### config.mk
export PLATFORM = sky130hd
export DESIGN_NAME = timer_responder
export DESIGN_NICKNAME = d
export VERILOG_FILES = /design/src/rtl/timer_pkg.sv /design/src/rtl/tick_gen.sv /design/src/rtl/timer_responder.sv
export SDC_FILE = /design/constraint.sdc
export NUM_CORES = 1
export LEC_CHECK = 0
export ABC_AREA = 1
export BUFFER_PORTS_ARGS = -buffer_cell sky130_fd_sc_hd__buf_2
export CORE_MARGIN = 3
export CORE_UTILIZATION = 35
export CTS_CLUSTER_DIAMETER = 60
export CTS_CLUSTER_SIZE = 16
export DETAILED_ROUTE_END_ITERATION = 8
export HOLD_SLACK_MARGIN = 0.1
export SLEW_MARGIN = 5
export SYNTH_ARGS = -nofsm -noshare
export SYNTH_HDL_FRONTEND = slang
export SYNTH_HIERARCHICAL = 1
export SYNTH_SLANG_ARGS = --single-unit
### constraint.sdc
create_clock -name i_clk -period 1.8 [get_ports i_clk]
set_clock_uncertainty 0.05 [all_clocks]
set_input_delay 0.18 -clock i_clk [delete_from_list [all_inputs] [get_ports i_clk]]
set_output_delay 0.18 -clock i_clk [all_outputs]
set_load 0.05 [all_outputs]
### src/rtl/timer_pkg.sv
// Shared state encoding and default parameters for the timer responder.
package timer_pkg;

    localparam int DEF_WIDTH    = 8;
    localparam int DEF_PRESCALE = 1;

    typedef enum logic [2:0] {
        ST_IDLE = 3'b001,
        ST_RUN  = 3'b010,
        ST_DONE = 3'b100
    } state_t;

endpackage

### src/rtl/tick_gen.sv
// Prescaler: emits one tick every PRESCALE enabled cycles, restarting from zero on clear.
module tick_gen
    import timer_pkg::*;
#(
    parameter int PRESCALE = DEF_PRESCALE
) (
    input  logic i_clk,
    input  logic i_rst_n,
    input  logic i_clear,
    input  logic i_en,
    output logic o_tick
);

    localparam logic [7:0] TC = 8'(PRESCALE - 1);

    logic [7:0] r_cnt;
    logic       w_tc;

    assign w_tc   = (r_cnt == TC);
    assign o_tick = i_en && !i_clear && w_tc;

    always_ff @(posedge i_clk or negedge i_rst_n) begin
        if (!i_rst_n) begin
            r_cnt <= '0;
        end else if (i_clear) begin
            r_cnt <= '0;
        end else if (i_en) begin
            r_cnt <= w_tc ? 8'd0 : r_cnt + 8'd1;
        end
    end

endmodule

### src/rtl/timer_responder.sv
// One-shot tick timer: START loads PERIOD ticks, READY is held once they have elapsed.
//   state   | meaning
//   IDLE    | cleared, waiting for START
//   RUN     | counting ticks down, START/PERIOD ignored
//   DONE    | expired, READY held until RESET or START
module timer_responder
    import timer_pkg::*;
#(
    parameter int WIDTH    = DEF_WIDTH,
    parameter int PRESCALE = DEF_PRESCALE
) (
    input  logic             i_clk,
    input  logic             i_n_reset,
    input  logic             i_reset,
    input  logic             i_start,
    input  logic [WIDTH-1:0] i_period,
    output logic             o_ready,
    output logic             o_busy,
    output logic [WIDTH-1:0] o_count
);

    state_t           r_state;
    state_t           w_next;
    logic [WIDTH-1:0] r_count;
    logic [WIDTH-1:0] w_load_val;
    logic             w_start_ok;
    logic             w_tick;
    logic             w_last;
    logic             w_tick_clear;
    logic             w_tick_en;

    assign w_start_ok   = i_start && !i_reset;
    assign w_load_val   = (i_period == '0) ? WIDTH'(1) : i_period;
    assign w_last       = w_tick && (r_count == WIDTH'(1));
    // Prescaler only runs in RUN, so every load starts a fresh full tick period
    assign w_tick_en    = (r_state == ST_RUN);
    assign w_tick_clear = (r_state != ST_RUN) || i_reset;

    tick_gen #(
        .PRESCALE(PRESCALE)
    ) u_tick_gen (
        .i_clk   (i_clk),
        .i_rst_n (i_n_reset),
        .i_clear (w_tick_clear),
        .i_en    (w_tick_en),
        .o_tick  (w_tick)
    );

    always_ff @(posedge i_clk or negedge i_n_reset) begin
        if (!i_n_reset) begin
            r_state <= ST_IDLE;
        end else begin
            r_state <= w_next;
        end
    end

    always_comb begin
        w_next = ST_IDLE;
        if (!i_reset) begin
            case (r_state)
                ST_IDLE: w_next = w_start_ok ? ST_RUN : ST_IDLE;
                ST_RUN:  w_next = w_last ? ST_DONE : ST_RUN;
                ST_DONE: w_next = w_start_ok ? ST_RUN : ST_DONE;
                default: w_next = ST_IDLE;
            endcase
        end
    end

    always_ff @(posedge i_clk or negedge i_n_reset) begin
        if (!i_n_reset) begin
            r_count <= '0;
        end else if (i_reset) begin
            r_count <= '0;
        end else begin
            case (r_state)
                ST_IDLE, ST_DONE: begin
                    if (w_start_ok) begin
                        r_count <= w_load_val;
                    end
                end
                ST_RUN: begin
                    if (w_tick && (r_count != '0)) begin
                        r_count <= r_count - WIDTH'(1);
                    end
                end
                default: r_count <= '0;
            endcase
        end
    end

    always_comb begin
        o_ready = 1'b0;
        o_busy  = 1'b0;
        o_count = r_count;
        case (r_state)
            ST_RUN:  o_busy  = 1'b1;
            ST_DONE: o_ready = 1'b1;
            default: ;
        endcase
    end

endmodule
==> metrics.yaml, run 1 <==
global_routing:
  grt_max_degree: 20
  grt_overflow: 0
  grt_pass1_vias: 1141
  antenna_found_initial: 0
  grt_pass1_wl_um: 5140
  grt.total_usage_pct: 14.71
cells_and_area:
  fin_cells: 282
  drive_gt1_share_pct: 26.07
  syn_to_final_growth_pct: 24.24
  register_area_um2: 476.7
  fillerInstances: 390
  multiInputGateArea_um2: 803.3
  nNetsFinal: 252
  antennaDiodeCount: 0
sta:
  slew_headroom_pct: 69.19
  slew_violations: 0
  period_minus_slack_ns: 1.721
  hold_viol_final: 0
  fin_crit_sh_pct: 95.60
  fin_hold_ws_ns: 0.1319
  max_freq_mhz: 581.1
  final-setup-viol-count: 0
  tightest_slew_ns: 0.4622
  setup_tns_ns: 0
  rsz0062_at_grt: "yes"
synth:
  synth_area_leaders: "dfrtp_1, nand2_1, nand3_1, inv_1, nor2_1"
  yosysSeqAreaShare_pct: 35.12
  netlist_area_um2: 1358
  synthTopCellsByCount: "nand2_1, inv_1, nand3_1, dfrtp_1, nor2_1"
  yosysTopAreaCell: "dfrtp_1"
  syn-instance-count: 197
  synth_top_cell_area_share_pct: 33.18
  synth_seq_cells: 19
  syn_area_per_cell_um2: 6.891
  synth.distinct_cells: 23
  async_flop_share_pct: 100.0
  syn_nets: 214
  synth_edf_count: 0
  synth_warnings: 6
  synth_ff_type: "dfrtp_1"
  yosysMostFrequentCell: "nand2_1"
worst_setup_path:
  startpoint_type: "flip-flop"
  critPathKind: "reg -> out"
  cp-end-kind: "primary output"
  cp.arrival_ns: 1.49
  cp.required_ns: 1.57
  max_stage_delay_ns: 0.42
  crit_family: "buffers and inverters"
  critPathBufInv: 2
  crit_chain: "nor3_4, buf_4, buf_2"
  cp_slowest_cell: "dfrtp_1"
  crit_fanout: 9
clock_network:
  clkTransAtPathRegs_ns: 0.08
  insertion_delay_ns: 0.26
  cts-htree-levels: 1
  cts-root-buf: "clkbuf_8"
  cts_tree: "done"
  numCtsBuffers: 3
  clockBufferDepth: 2
  clock-sinks: 19
routing:
  vias: 1317
  drt_wl_total_um: 3160
  first_pass_iters: 4
  ant_nets: 0
  drt_iter0_drc: 67
  drc: 0
  wl_per_cell_um: 11.21
  viasPerCell: 4.670
min_path:
  hp-class: "in -> reg"
power:
  p_per_area_nw_per_um2: 709.1
  p_leak_nw: 0.9271
  ir_worst_vdd_mv: 0.3558
place:
  port_buffers: 21
  globalplace.congestion: 0.8096
  hpwl_um: 2364
  dp.cells: 272
die:
  ioPinCount: 22
  core.rowCount: 22
  start_util_pct: 36.80
  die_w_um: 68.28
  die_area_um2: 4662
  coreArea_um2: 3689
  die_y_um: 68.28
status:
  status: "complete, no violations"
run:
  max-cap-violations: 0
-- worst paths after layout --
kind / slack [ns] / depth (start not counted) / from / end
max: 0.08 / 3 / r_state[2]$_DFF_PN0_ / o_busy
min: 0.13 / 2 / i_reset / r_state[2]$_DFF_PN0_
max reg2reg: 0.09 / 12 / u_tick_gen/r_cnt[1]$_DFFE_PN0P_ / o_count[0]$_DFFE_PN0P_
min reg2reg: 0.48 / 2 / u_tick_gen/r_cnt[7]$_DFFE_PN0P_ / u_tick_gen/r_cnt[7]$_DFFE_PN0P_
max in group asynchronous: 0.99 / 2 / i_n_reset / r_state[0]$_DFF_PN1_
min in group asynchronous: 0.37 / 2 / i_n_reset / u_tick_gen/r_cnt[7]$_DFFE_PN0P_
-- cell usage in the layout, fill, tap and decap left out, types with 5 or more instances in the layout --
master / instances
o21ai_0: 7
nand2_1: 66
buf_4: 9
nor2_1: 16
nand3_1: 20
buf_2: 21
nand2_2: 5
dfrtp_1: 18
inv_1: 24
-- layout make-up --
class                      count  share of cell area, %
multi-input combinational    151                  47.63
timing repair buffer          32                  11.42
sequential                    19                  28.26
tap                           48                  3.561
clock buffer                   4                  2.671
inverter                      28                  6.454
-- registers in the layout, summed over array words and instances, names as in the netlist --
register,count
o_count,8
r_state,3
u_tick_gen/r_cnt,8
-- layer usage --
metal  track usage [%]  part of all wire, %  wire length (µm)  vias up
met2             21.54                   44              1395       21
met3             1.642                  2.9                93        4
met5                 0                    0                 0        -
met1             22.03                   51              1623      595
li1                  -                    -                 -      697
met4             5.211                  1.5                48        0
-- stage by stage --
stage / instance area, µm² / utilization [%] / setup WS (ns) / total power [mW]
after floorplan: 1363 / - / -0.2961 / 0.7706
after global placement: 1573 / 42.64 / 0.1805 / 0.8813
after detailed placement: 1573 / 42.64 / 0.1399 / 0.8818
after CTS: 1638 / 44.40 / 0.07396 / 1.197
after global routing: 1687 / 45.73 / -0.03433 / 1.278
final: 1687 / 45.73 / 0.07911 / 1.196
-- timing repair --
item | 4_1_cts | 5_1_grt
hold buffers | 2 | 0
setup endpoints to repair | 0 | 10
gates resized for setup | 0 | 5
setup buffers | 0 | 3
hold endpoints to repair | 19 | 0
-- power by group --
part           switching (mW)  leakage, nW  internal [mW]
clock network           0.156       0.0228          0.158
registers              0.0344        0.256          0.456
logic                   0.273        0.648          0.119
-- cell families (layout without fill, tap and decap cells) --
family          count (synthesis)  in the layout  share of synthesized area [%]
simple gates                  123            124                          42.40
fa+ha+maj                       5              5                          4.608
buf+inv                        28             64                          8.018
compound gates                 19             19                          7.927
flops                          19             19                          35.12
xor+xnor                        3              3                          1.936
-- worst reg2reg max path, delay by kind of cell, from the launching register on --
family | cells | cell delay [ns]
simple gates | 7 | 0.65
buf+inv | 3 | 0.23
fa+ha+maj | 1 | 0.16
compound gates | 1 | 0.08
flops | 1 | 0.42
Power figures use the tool's default switching activity.
==> run 2, diff against run 1 <==
--- a/config.mk
+++ b/config.mk
@@ -7,6 +7,7 @@
 export LEC_CHECK = 0
 export ABC_AREA = 1
 export BUFFER_PORTS_ARGS = -buffer_cell sky130_fd_sc_hd__buf_2
+export CORE_ASPECT_RATIO = 1.1
 export CORE_MARGIN = 3
 export CORE_UTILIZATION = 35
 export CTS_CLUSTER_DIAMETER = 60
==> metrics.yaml, run 2 (synthesized netlist as in run 1, its figures left out) <==
worst_setup_path:
  r2r_slack_ns: 0.08
  critPathKind: "reg -> reg"
  startpoint_type: "flip-flop"
  cp-end-kind: "flip-flop"
  regToRegStartpoint: "u_tick_gen/r_cnt[0]$_DFFE_PN0P_"
  r2r_cells: 12
  worstSetupStartpoint: "u_tick_gen/r_cnt[0]$_DFFE_PN0P_"
  crit_fanout: 6
  r2r-end: "o_count[5]$_DFFE_PN0P_"
  cp.arrival_ns: 1.88
  cp.required_ns: 1.96
power:
  seqPwrFrac_pct: 41.2
  p_per_area_nw_per_um2: 691.5
  p_leak_nw: 0.9574
  power.switching_mw: 0.4548
  swShare_pct: 38.07
  p_int_mw: 0.7400
  power_frac_comb_pct: 33.2
  ir_worst_vdd_mv: 0.2699
  p_clk_share_pct: 25.7
  finalPower_mw: 1.195
global_routing:
  grt_overflow: 0
  grt_max_degree: 20
  antenna_found_initial: 0
  grt.total_usage_pct: 16.07
  grt_pass1_wl_um: 5802
  grt_pass1_vias: 1307
sta:
  tightest_slew_ns: 0.4501
  slew_violations: 0
  slew_headroom_pct: 69.99
  max_freq_mhz: 581.3
  fin_crit_sh_pct: 95.57
  rsz0062_at_grt: "yes"
  final-setup-viol-count: 0
  setup_tns_ns: 0
  hold_viol_final: 0
  period_minus_slack_ns: 1.720
run:
  max-cap-violations: 0
clock_network:
  clockBufferDepth: 2
  cts_tree: "done"
  cts-root-buf: "clkbuf_8"
  insertion_delay_ns: 0.26
  clock-sinks: 19
  cts-htree-levels: 1
  numCtsBuffers: 3
  clkTransAtPathRegs_ns: 0.07
status:
  status: "complete, no violations"
routing:
  vias: 1328
  ant_nets: 0
  wl_per_cell_um: 11.36
  drt_iter0_drc: 46
  viasPerCell: 4.643
  first_pass_iters: 4
  drc: 0
  drt_wl_total_um: 3249
die:
  ioPinCount: 22
  core.rowCount: 23
  die_y_um: 71.32
  start_util_pct: 36.85
  die_area_um2: 4663
  die_w_um: 65.38
  coreArea_um2: 3684
cells_and_area:
  multiInputGateArea_um2: 804.5
  final_cell_mix: "nand2_1, inv_1, buf_2"
  fillerInstances: 413
  final_common_cell: "nand2_1"
  register_area_um2: 476.7
  fin_cells: 286
  nNetsFinal: 254
  finish.utilization_pct: 46.91
  drive_gt1_share_pct: 27.54
  syn_to_final_growth_pct: 27.28
  antennaDiodeCount: 0
min_path:
  min_to: "r_state[2]$_DFF_PN0_"
  hp-class: "in -> reg"
  hold_start: "i_reset"
  holdPathStages: 2
place:
  globalplace.congestion: 0.7762
  hpwl_um: 2421
  port_buffers: 21
  dp.cells: 275
-- run 2: changes by cell type in the layout (fill, tap and decap cells not counted) --
cell,change
buf_4,+2
buf_12,+1
ha_2,-1
ha_4,+1
inv_1,-1
inv_4,+1
nand2_1,-1
nor2_2,+1
nor2_4,-1
-- run 2: worst max-delay path by stage --
| stage | to | cells past startpoint | slack, ns |
|---|---|---|---|
| after global placement | o_count[6]$_DFFE_PN0P_ | 12 | 0.20 |
| after detailed placement | o_count[4]$_DFFE_PN0P_ | 12 | 0.14 |
| after floorplan | o_count[4]$_DFFE_PN0P_ | 11 | -0.30 |
| after global routing | o_count[5]$_DFFE_PN0P_ | 12 | -0.06 |
| after CTS | o_count[4]$_DFFE_PN0P_ | 12 | 0.07 |
| final | o_count[5]$_DFFE_PN0P_ | 12 | 0.08 |
-- run 2: worst max-delay path, cell delays in order (launching register included) --
cell     delay [ns]
dfrtp_1        0.39
inv_2          0.09
ha_4           0.12
inv_1          0.04
nor2_2         0.12
nand4_1        0.16
nor2_4         0.15
o21ai_2        0.08
nand2_4        0.09
nand2_8        0.07
nor2_4         0.17
nand2_1        0.07
nand2_1        0.06
-- run 2: per-layer routing --
metal | part of all wire, % | up-vias | global-route usage (%) | wire length, µm
met4 | 1.8 | 0 | 6.912 | 57
met1 | 46 | 607 | 22.04 | 1501
li1 | - | 696 | - | -
met5 | 0 | - | 0 | 0
met2 | 49 | 20 | 25.20 | 1597
met3 | 2.8 | 5 | 2.351 | 92
-- run 2: power groups by stage --
stage	Combinational (mW)	Clock (mW)	Sequential, mW
final	0.396	0.307	0.492
after global routing	0.451	0.335	0.498
after CTS	0.389	0.317	0.492
after detailed placement	0.382	0	0.500
after global placement	0.382	0	0.500
after floorplan	0.200	0	0.570
-- run 2: final cells by class --
cell class,count,share of cell area [%]
Multi-Input combinational cell,150,46.56
Inverter,28,6.445
Sequential cell,19,27.59
Tap cell,50,3.621
Timing Repair Buffer,35,13.18
Clock buffer,4,2.607
-- run 2: stage by stage --
step           setup WS, ns  instance area [µm²]  hold slack [ns]
2_1_floorplan       -0.2961                 1363          -0.1656
3_3_place_gp         0.1971                 1583           0.1054
3_5_place_dp         0.1391                 1583           0.1042
4_1_cts             0.06970                 1648           0.1219
5_1_grt            -0.05633                 1728           0.1449
6_report            0.07971                 1728           0.1235
-- run 2: what timing repair did --
action                     in CTS  in global routing
hold buffers                    2                  0
setup buffers                   0                  5
hold endpoints to repair       19                  0
setup endpoints to repair       0                  6
gates resized for setup         0                  9
